--- src/rtl/uart_buffered_pkg.sv ---
// uart_buffered_pkg: shared enums, oversample constant and parity helper for the buffered UART.
package uart_buffered_pkg;

    typedef enum logic [1:0] {PAR_NONE, PAR_ODD, PAR_EVEN} parity_e;

    localparam int UART_OVERSAMPLE = 16;

    typedef enum logic [2:0] {TX_IDLE, TX_START, TX_DATA, TX_PARITY, TX_STOP} tx_state_e;
    typedef enum logic [2:0] {RX_IDLE, RX_START, RX_DATA, RX_PARITY, RX_STOP} rx_state_e;

    // Data is zero-extended to 9 bits, so padding never changes the result.
    function automatic logic parity_bit(logic [8:0] d, parity_e p);
        return (p == PAR_ODD) ^ (^d);
    endfunction

endpackage

--- src/rtl/uart_buffered_fifo.sv ---
// fifo_sync: single-clock first-word fall-through FIFO with occupancy count.
module fifo_sync #(
    parameter int WIDTH = 8,
    parameter int DEPTH = 16
) (
    input  logic                     clk_i,
    input  logic                     rst_ni,
    input  logic                     push_i,
    input  logic                     pop_i,
    input  logic [WIDTH-1:0]         din_i,
    output logic [WIDTH-1:0]         dout_o,
    output logic [$clog2(DEPTH):0]   count_o,
    output logic                     full_o,
    output logic                     empty_o
);
    localparam int AW = $clog2(DEPTH);

    logic [WIDTH-1:0] mem_q [DEPTH];
    logic [AW-1:0]    wr_q, rd_q;
    logic [AW:0]      cnt_q;
    logic             do_push, do_pop;

    assign empty_o = cnt_q == '0;
    assign full_o  = cnt_q == (AW+1)'(DEPTH);
    assign count_o = cnt_q;
    assign do_pop  = pop_i && !empty_o;
    // A pop frees the slot the push lands in, so a full FIFO still accepts push+pop.
    assign do_push = push_i && (!full_o || do_pop);
    assign dout_o  = empty_o ? '0 : mem_q[rd_q];

    always_ff @(posedge clk_i or negedge rst_ni) begin
        if (!rst_ni) begin
            wr_q  <= '0;
            rd_q  <= '0;
            cnt_q <= '0;
        end else begin
            wr_q  <= wr_q + AW'(do_push);
            rd_q  <= rd_q + AW'(do_pop);
            cnt_q <= cnt_q + (AW+1)'(do_push) - (AW+1)'(do_pop);
        end
    end

    always_ff @(posedge clk_i) begin
        if (do_push) mem_q[wr_q] <= din_i;
    end

endmodule

--- src/rtl/uart_buffered.sv ---
// uart_buffered: UART with TX/RX FIFOs, configurable width/parity/stop bits and sticky errors.
module uart_buffered import uart_buffered_pkg::*; #(
    parameter int      CLK_HZ     = 50_000_000,
    parameter int      BAUD       = 115_200,
    parameter int      DATA_W     = 8,
    parameter parity_e PARITY     = PAR_NONE,
    parameter int      STOP_BITS  = 1,
    parameter int      FIFO_DEPTH = 16
) (
    input  logic                          clk_i,
    input  logic                          rst_ni,
    input  logic                          rx_i,
    output logic                          tx_o,
    input  logic [DATA_W-1:0]             din_i,
    input  logic                          we_i,
    output logic                          txavail_o,
    output logic [DATA_W-1:0]             dout_o,
    input  logic                          re_i,
    output logic                          rxavail_o,
    output logic [$clog2(FIFO_DEPTH):0]   txcount_o,
    output logic [$clog2(FIFO_DEPTH):0]   rxcount_o,
    output logic [2:0]                    err_o,
    input  logic                          clr_err_i
);
    localparam int DIV_RAW = (CLK_HZ + BAUD * UART_OVERSAMPLE / 2) / (BAUD * UART_OVERSAMPLE);
    localparam int DIV     = DIV_RAW < 1 ? 1 : DIV_RAW;
    localparam int DW      = $clog2(DIV + 1);

    logic [DW-1:0]     div_q;
    logic              tick;
    logic              tx_pop, tx_full, tx_empty, tx_end, tx_load;
    logic [DATA_W-1:0] tx_head;
    tx_state_e         tx_st_q, tx_st_d;
    logic [3:0]        tx_ph_q, tx_ph_d, tx_bit_q, tx_bit_d;
    logic              tx_stop_q, tx_stop_d, tx_par_q, tx_par_d;
    logic [DATA_W-1:0] tx_sh_q, tx_sh_d;
    logic              rx_s1_q, rx_s2_q, rx_push, rx_full, rx_empty, samp, set_par, set_frm;
    rx_state_e         rx_st_q, rx_st_d;
    logic [3:0]        rx_ph_q, rx_ph_d, rx_bit_q, rx_bit_d;
    logic [DATA_W-1:0] rx_sh_q, rx_sh_d;
    logic [2:0]        err_q, err_d;

    assign tick = div_q == DW'(DIV - 1);

    fifo_sync #(.WIDTH(DATA_W), .DEPTH(FIFO_DEPTH)) u_tx_fifo (
        .clk_i(clk_i), .rst_ni(rst_ni), .push_i(we_i && txavail_o), .pop_i(tx_pop),
        .din_i(din_i), .dout_o(tx_head), .count_o(txcount_o), .full_o(tx_full), .empty_o(tx_empty)
    );

    fifo_sync #(.WIDTH(DATA_W), .DEPTH(FIFO_DEPTH)) u_rx_fifo (
        .clk_i(clk_i), .rst_ni(rst_ni), .push_i(rx_push), .pop_i(re_i),
        .din_i(rx_sh_q), .dout_o(dout_o), .count_o(rxcount_o), .full_o(rx_full), .empty_o(rx_empty)
    );

    assign txavail_o = !tx_full;
    assign rxavail_o = !rx_empty;
    assign err_o     = err_q;
    assign tx_end    = tick && tx_ph_q == 4'(UART_OVERSAMPLE - 1);
    assign tx_o      = (tx_st_q == TX_START) ? 1'b0 :
                       (tx_st_q == TX_DATA) ? tx_sh_q[0] :
                       (tx_st_q == TX_PARITY) ? tx_par_q : 1'b1;

    always_comb begin
        tx_st_d   = tx_st_q;
        tx_ph_d   = tick ? tx_ph_q + 1'b1 : tx_ph_q;
        tx_bit_d  = tx_bit_q;
        tx_stop_d = tx_stop_q;
        tx_sh_d   = tx_sh_q;
        tx_par_d  = tx_par_q;
        tx_load   = 1'b0;
        tx_pop    = 1'b0;
        case (tx_st_q)
            TX_IDLE:   tx_load = tick && !tx_empty;
            TX_START:  if (tx_end) begin tx_st_d = TX_DATA; tx_bit_d = '0; end
            TX_DATA: if (tx_end) begin
                tx_sh_d  = tx_sh_q >> 1;
                tx_bit_d = tx_bit_q + 1'b1;
                if (tx_bit_q == 4'(DATA_W - 1)) begin
                    tx_st_d   = (PARITY == PAR_NONE) ? TX_STOP : TX_PARITY;
                    tx_stop_d = 1'b0;
                end
            end
            TX_PARITY: if (tx_end) begin tx_st_d = TX_STOP; tx_stop_d = 1'b0; end
            // Reloading straight out of the last stop bit keeps back-to-back words gap-free.
            TX_STOP: if (tx_end) begin
                if (tx_stop_q == 1'(STOP_BITS - 1)) begin
                    tx_st_d = TX_IDLE;
                    tx_load = !tx_empty;
                end else begin
                    tx_stop_d = 1'b1;
                end
            end
            default:   tx_st_d = TX_IDLE;
        endcase
        if (tx_load) begin
            tx_pop   = 1'b1;
            tx_sh_d  = tx_head;
            tx_par_d = parity_bit(9'(tx_head), PARITY);
            tx_ph_d  = '0;
            tx_st_d  = TX_START;
        end
    end

    assign samp = tick && rx_ph_q == 4'(UART_OVERSAMPLE / 2 - 1);

    always_comb begin
        rx_st_d  = rx_st_q;
        rx_ph_d  = tick ? rx_ph_q + 1'b1 : rx_ph_q;
        rx_bit_d = rx_bit_q;
        rx_sh_d  = rx_sh_q;
        rx_push  = 1'b0;
        set_par  = 1'b0;
        set_frm  = 1'b0;
        case (rx_st_q)
            RX_IDLE:   if (!rx_s2_q) begin rx_st_d = RX_START; rx_ph_d = '0; end
            RX_START:  if (samp) begin rx_st_d = rx_s2_q ? RX_IDLE : RX_DATA; rx_bit_d = '0; end
            RX_DATA: if (samp) begin
                rx_sh_d  = {rx_s2_q, rx_sh_q[DATA_W-1:1]};
                rx_bit_d = rx_bit_q + 1'b1;
                if (rx_bit_q == 4'(DATA_W - 1)) rx_st_d = (PARITY == PAR_NONE) ? RX_STOP : RX_PARITY;
            end
            RX_PARITY: if (samp) begin
                set_par = rx_s2_q != parity_bit(9'(rx_sh_q), PARITY);
                rx_st_d = RX_STOP;
            end
            RX_STOP: if (samp) begin rx_push = 1'b1; set_frm = !rx_s2_q; rx_st_d = RX_IDLE; end
            default:   rx_st_d = RX_IDLE;
        endcase
    end

    assign err_d = (clr_err_i ? 3'b000 : err_q) | {rx_push && rx_full && !re_i, set_frm, set_par};

    always_ff @(posedge clk_i or negedge rst_ni) begin
        if (!rst_ni) begin
            div_q     <= '0;
            tx_st_q   <= TX_IDLE;
            tx_ph_q   <= '0;
            tx_bit_q  <= '0;
            tx_stop_q <= 1'b0;
            tx_sh_q   <= '0;
            tx_par_q  <= 1'b0;
            rx_s1_q   <= 1'b1;
            rx_s2_q   <= 1'b1;
            rx_st_q   <= RX_IDLE;
            rx_ph_q   <= '0;
            rx_bit_q  <= '0;
            rx_sh_q   <= '0;
            err_q     <= '0;
        end else begin
            div_q     <= tick ? '0 : div_q + 1'b1;
            tx_st_q   <= tx_st_d;
            tx_ph_q   <= tx_ph_d;
            tx_bit_q  <= tx_bit_d;
            tx_stop_q <= tx_stop_d;
            tx_sh_q   <= tx_sh_d;
            tx_par_q  <= tx_par_d;
            rx_s1_q   <= rx_i;
            rx_s2_q   <= rx_s1_q;
            rx_st_q   <= rx_st_d;
            rx_ph_q   <= rx_ph_d;
            rx_bit_q  <= rx_bit_d;
            rx_sh_q   <= rx_sh_d;
            err_q     <= err_d;
        end
    end

endmodule
--- config.mk ---
export PLATFORM = sky130hd
export DESIGN_NAME = uart_buffered
export DESIGN_NICKNAME = d
export VERILOG_FILES = /design/src/rtl/uart_buffered_pkg.sv /design/src/rtl/uart_buffered_fifo.sv /design/src/rtl/uart_buffered.sv
export SDC_FILE = /design/constraint.sdc
export NUM_CORES = 1
export LEC_CHECK = 0
export ABC_AREA = 1
export BUFFER_PORTS_ARGS = -buffer_cell sky130_fd_sc_hd__buf_2
export CAP_MARGIN = 10
export CORE_ASPECT_RATIO = 0.9
export CORE_MARGIN = 2
export CORE_UTILIZATION = 45
export CTS_BUF_LIST = sky130_fd_sc_hd__clkbuf_8
export CTS_CLUSTER_SIZE = 16
export DETAILED_ROUTE_END_ITERATION = 10
export GPL_TIMING_DRIVEN = 0
export PLACE_DENSITY = 0.62
export SYNTH_ARGS = -nofsm -noshare
export SYNTH_HDL_FRONTEND = slang
export SYNTH_SLANG_ARGS = --single-unit
--- constraint.sdc ---
create_clock -name clk_i -period 3.1 [get_ports clk_i]
set_input_delay 0.62 -clock clk_i [delete_from_list [all_inputs] [get_ports clk_i]]
set_output_delay 0.62 -clock clk_i [all_outputs]
set_load 0.01 [all_outputs]
== Yosys cells after proc, flatten, opt, wreduce, memory -nomap -nowiden ==
Memory sizes are Yosys's and may differ from the RTL's.
Index checks and enable logic that the tools add are counted.
Widths: inputs -> output; s select.
Cells by class
  multiplexer cells: 57
  $add $sub $neg: 13
  shift operators: 0
  divide/modulo/power cells: 0
  reduce and logical (&&, ||, !) cells: 37
  order comparisons: 0
  bitwise operators: 1
  equality and inequality tests: 34
  multiply operators: 0
Operators by type and width (count)
  $mux 3: 14
  $mux 8: 5
  $mux 4: 9
  $pmux 3 s5: 2
  $ne 2x2->1 const B: 11
  $mux 1: 21
  $reduce_xor 9->1: 2
  $add 4x1->4: 4
  $add 4x1->4 const B: 4
  $pmux 4 s2: 2
  $eq 5x5->1 const B: 3
  $ne 3x3->1 const B: 5
  $eq 3x2->1 const B: 4
  $eq 4x3->1 const B: 3
  $add 5x1->5: 2
  $logic_and 1x1->1: 10
  $logic_not 5->1: 2
  $reduce_bool 2->1: 5
  $sub 5x1->5: 2
  $reduce_and 7->1: 1
  $eq 3x1->1 const B: 2
  $eq 3x3->1 const B: 2
  $logic_not 1->1: 6
  $logic_not 3->1: 2
  16 further kinds: 19
Storage, ports and cells
  latch bits: 0
  memories kept: 2
  bits in read-only memories: 0
  word-level logic and storage cells: 164
  bits in writable memories: 256
  output and inout bits: 24
  input port bits: 14
  register bits: 76
Memory list
  u_rx_fifo.mem_q: words 16, bits a word 8, read ports 1, clocked after Yosys merged registers in 0, wr ports 1, line uart_buffered_fifo.sv:18  | logic [WIDTH-1:0] mem_q [DEPTH];
  u_tx_fifo.mem_q: words 16, bits a word 8, read ports 1, clocked after Yosys merged registers in 0, wr ports 1, line uart_buffered_fifo.sv:18

== Longest topological paths before layout ==
  word-level depth: 11
  gate-level depth with buffers: 18
  gate-level depth less buffers: 16

== By module ==
From an unflattened synthesis, not the netlist that was laid out.
Unflattened totals
  cells, all modules: 1326
  area, all modules: 14420.1 um^2
Modules (own cells, without submodules)
  fifo_sync (u_tx_fifo): instances 1, area an instance 5923.2 um^2, cells each 507, seq. area each 4169.0 um^2
  fifo_sync (u_rx_fifo): instances 1, area an instance 5916.9 um^2, cells each 507, seq. area each 4169.0 um^2
  uart_buffered: instances 1, area an instance 2580.0 um^2, cells each 312, seq. area each 1228.7 um^2

== Worst setup path after synthesis ==
OpenSTA, ideal clock, no wires.
  path kind: reg2reg
  start: register div_q[0]
  end: register u_tx_fifo.cnt_q[4], in the netlist u_tx_fifo.count_o[4]
  buffers on the path: 0
  cell stages (with the launch flop): 17
  slack: 303 ps
  arrival: 2669 ps
  path through: dfrtp_1 -> inv_1 -> ha_1 -> nand3_4 -> nor3_2 -> nand2_1 -> o21ai_1 -> nand2_2 -> inv_2 -> ha_1 -> inv_1 -> ha_1 -> inv_1 -> fa_1 -> o21ai_0 -> a21oi_1 -> xor2_1
On the way
  longest elaborated chain between the ends: 10
  elaborated cells between the ends (all ways): 11
  classes of those cells: 2 x add/sub; 1 x eq/ne; 3 x mux; 5 x reduce/logical
Ends and longest elaborated chain
  start: declaration: line uart_buffered.sv:29  | logic [DW-1:0] div_q;
  start signal: assignment: line uart_buffered.sv:150  | div_q <= tick ? '0 : div_q + 1'b1;
  $eq 5x5->1 (*): line uart_buffered.sv:43  | assign tick = div_q == DW'(DIV - 1);
  $logic_and 1x1->1: line uart_buffered.sv:58  | assign tx_end = tick && tx_ph_q == 4'(UART_OVERSAMPLE - 1);
  $mux 1: line uart_buffered.sv:85  | TX_STOP: if (tx_end) begin
  $pmux 1 s2 (*): line uart_buffered.sv:72  | case (tx_st_q)
  $mux 1 (*): line uart_buffered.sv:95  | if (tx_load) begin
  $logic_and 1x1->1 (*): line uart_buffered_fifo.sv:26  | assign do_pop = pop_i && !empty_o;
  $logic_or 1x1->1: line uart_buffered_fifo.sv:28  | assign do_push = push_i && (!full_o || do_pop);
  $logic_and 1x1->1: line uart_buffered_fifo.sv:28
  $add 5x1->5: line uart_buffered_fifo.sv:39  | cnt_q <= cnt_q + (AW+1)'(do_push) - (AW+1)'(do_pop);
  $sub 5x1->5 (*): line uart_buffered_fifo.sv:39
  end signal: assignment: line uart_buffered_fifo.sv:39
  end: declaration: line uart_buffered_fifo.sv:20  | logic [AW:0] cnt_q;
Mark *: on every way between the ends. The rest lies on a longest branch, timed or not.
A chain may end at the register's enable or synchronous reset.

== Worst setup path in the final report ==
  start: register u_rx_fifo.rd_q[2]
  end: output dout_o[3]
On the way
  longest elaborated chain between the ends: 2
Ends and longest elaborated chain
  start: declaration: line uart_buffered_fifo.sv:19  | logic [AW-1:0] wr_q, rd_q;
  start signal: assignment: line uart_buffered_fifo.sv:38  | rd_q <= rd_q + AW'(do_pop);
  $mem_v2 16x8
  $mux 8: line uart_buffered_fifo.sv:29  | assign dout_o = empty_o ? '0 : mem_q[rd_q];
  end: declaration: line uart_buffered.sv:17  | output logic [DATA_W-1:0] dout_o,
Every way passes these cells.

==> results.ini <==
[die]
die_w_um=192.2
ioPinCount=38
start_util=0.4532
row_count=62
dieArea_um2=33320
die_y_um=173.4
coreArea_um2=31650

[timing]
worst_pin_slew_ns=0.9741
fin_tns_setup_ns=0
period_share=0.9867
drv_slew=0
hold_viol_final=0
fin_hold_ws_ns=0.1350
fin_skew_ns=0.04582
period_minus_slack_ns=3.059
setup_viol=0
setup_slack_ns=0.04116
maxSlewHeadroom=0.3482
fmax_ghz=0.3269

[logic_synthesis]
netlist_instances=1303
synth_async_sr_flop_share=0.2266
ys_warn_count=0
avgSynthCellArea_um2=11.01
yosysUniqueCellTypes=43
synth-seq-cells=331
synth_edf_count=256
yosysSeqAreaShare=0.6670
syn_nets=1345
ys.flop_type=edfxtp_1
synth_area_um2=14340

[outcome]
status=finished clean

[clocking]
clk_latency_ns=0.61
clock_path_buffers=3
clk_pin_slew_ns=0.06
cts_tree=built
htreeDepth=2
clockRootBuffer=clkbuf_8
cts_buffers=54
clock_sinks=331

[worst_setup_path]
r2r_start=u_rx_fifo.count_o[2]$_DFF_PN0_
cp_slowest_stage_delay_ns=0.46
crit_type=register to output pin
cp_slowest_cell=dfrtp_1
startpoint_type=register
cp.arrival_ns=2.44
path_cells=clkinv_2 -> nor2_1 -> inv_1 -> o221ai_2 -> a21oi_1 -> a211oi_1 -> buf_2
startpoint=u_rx_fifo.rd_q[2]$_DFF_PN0_
cp-end-kind=output pin
crit_required_ns=2.48
crit_fanout=8

[detailed_routing]
drtAntennaViolNets=0
wirelength_um=33680
drtIter0Drc=868
routed_via_density=5.241
drc=0
avgRoutedWirePerCell_um=18.09
detail_route.first_pass.iterations=5
vias=9759

[power_and_ir_drop]
power_frac_comb=0.272
seqPwrFrac=0.430
p_leak_nw=6.996
p_switching_mw=4.141
intPower_mw=8.184
p_clk_frac=0.297
p_sw_frac=0.3360
power_density_nw_per_um2=753.2
peakVddDrop_uv=415.2

[min_path]
hp-class=input pin to register
hp-start=rx_i

[place]
port_buffers=37
post-place-ws_ns=-0.1595
placed_cells=1757
hpwl_um=21850
gp_congestion=0.8489

[global_route]
grtUsageTotal=0.2045
grt_overflow=0
grt_max_degree=57
grt_pass1_vias=9438
grt_pass1_wl_um=52430
antenna_found_initial=0

[final_layout]
area_growth_pct=14.09
n_antenna_cell=0
final_nets=1444
instances_no_fill=1862
drive_above_1_share=0.1425
fin_util=0.5170
fillers=2820

[flow_run]
drv_cap=0

[cells in the final DEF, fill, tap and decap left out, types with 4 or more instances in the layout]
master and instances:
a21oi_1 21, buf_2 60, buf_4 8, buf_6 5, clkbuf_1 5, clkbuf_4 6, clkbuf_8 64, clkinv_1 5
clkinv_2 4, dfrtp_1 73, edfxtp_1 256, ha_1 26, inv_1 150, inv_2 9, mux2i_1 6, nand2_1 276
nand2_2 6, nand3_1 113, nand4_1 7, nor2_1 136, nor2_2 5, nor2_4 7, nor3_1 7, o21ai_0 77
o21ai_1 7, o221ai_1 13, o221ai_2 11, o22ai_1 8, xnor2_1 8, xor2_1 23
[cells by family (layout without fill, tap and decap cells)]
family,count (synthesis),in the layout,share of synthesized area
compound gates,154,154,0.06333
xor+xnor,31,31,0.01893
fa+ha+maj,28,28,0.02547
buf+inv,186,329,0.05338
flops,331,331,0.6670
mux,6,6,0.004187
simple gates,567,567,0.1677
[Yosys cell counts (all sizes together) (5+ instances only)]
cell	count	area share
nand2	282	0.075
nand3	114	0.041
clkbuf	16	0.0042
a21oi	23	0.0080
o22ai	9	0.0039
edfxtp	256	0.54
dfrtp	73	0.13
nand4	7	0.0031
buf	33	0.013
mux2i	6	0.0042
inv	134	0.035
xnor2	8	0.0049
xor2	23	0.014
o221ai	24	0.015
o21ai	85	0.030
nor3	9	0.0038
or2	5	0.0022
ha	26	0.023
nor2	148	0.042
[registers in the layout, summed over array words and instances, names as in the netlist, 3 cells and up]
signal             cells
div_q                  5
tx_st_q                3
tx_bit_q               4
u_tx_fifo.wr_q         4
tx_sh_q                8
rx_st_q                3
u_rx_fifo.mem_q      128
rx_bit_q               4
err_o                  3
u_rx_fifo.wr_q         4
u_tx_fifo.count_o      5
u_rx_fifo.rd_q         4
rx_sh_q                8
u_rx_fifo.count_o      5
u_tx_fifo.mem_q      128
u_tx_fifo.rd_q         4
rx_ph_q                4
tx_ph_q                4
[through the flow]
| stage | instance area [um2] | power (mW) |
|---|---|---|
| after global placement | 15050 | 8.403 |
| after global routing | 16360 | 12.94 |
| after detailed placement | 15080 | 8.468 |
| final | 16360 | 12.33 |
| after floorplan | 14340 | 7.359 |
| after CTS | 16280 | 12.29 |
[timing repair]
| action | 4_1_cts | 5_1_grt |
|---|---|---|
| buffers inserted | 1 | 3 |
| hold buffers | 1 | 0 |
| gates resized for setup | 37 | 27 |
| endpoints found under the setup margin | 10 | 22 |
| hold endpoints to repair | 19 | 0 |
| pin swaps | 2 | 4 |
[power by group through the flow]
stage / combinational [mW] / clock (mW) / sequential (mW)
floorplan: 1.99 / 0 / 5.37
global placement: 3.02 / 0 / 5.38
CTS: 3.25 / 3.73 / 5.30
finish: 3.36 / 3.66 / 5.31
global route: 3.70 / 3.90 / 5.34
detailed placement: 3.08 / 0 / 5.39
[path summary, 6_finish.rpt]
kind                                                  endpoint  slack [ns]  depth (start not counted)
worst min-delay path                         rx_s1_q$_DFF_PN1_        0.14                          1
worst min register to register               rx_s2_q$_DFF_PN1_        0.37                          0
worst max-delay path                                 dout_o[3]        0.04                          7
worst max register to register  u_rx_fifo.count_o[4]$_DFF_PN0_        0.19                         15
max in group asynchronous                    rx_s2_q$_DFF_PN1_        2.03                          3
min in group asynchronous          u_tx_fifo.wr_q[1]$_DFF_PN0_        0.43                          2
[worst max-delay path: cells and delay by family (launching register included)]
family / cells / cell delay, ns
and+or+nand+nor: 1 / 0.13
buffers and inverters: 3 / 0.60
AOI/OAI and AO/OA: 3 / 0.64
DFF: 1 / 0.46
[final cells by class]
| class | instances | area [um2] | area share |
|---|---|---|---|
| Buffer | 49 | 309.0 | 0.01889 |
| Clock buffer | 63 | 867.1 | 0.05299 |
| Clock inverter | 37 | 192.7 | 0.01177 |
| Inverter | 137 | 524.3 | 0.03204 |
| Multi-Input combinational cell | 786 | 4129 | 0.2523 |
| Sequential cell | 331 | 9567 | 0.5846 |
| Tap cell | 416 | 520.5 | 0.03181 |
| Timing Repair Buffer | 43 | 255.2 | 0.01560 |
[routing by layer]
layer | vias up | share of wire | global-route usage
li1 | 4640 | - | -
met1 | 4707 | 0.45 | 0.3040
met2 | 354 | 0.45 | 0.3100
met3 | 58 | 0.079 | 0.03725
met4 | 0 | 0.020 | 0.05566
met5 | - | 0 | 0
Power figures use the tool's default switching activity.
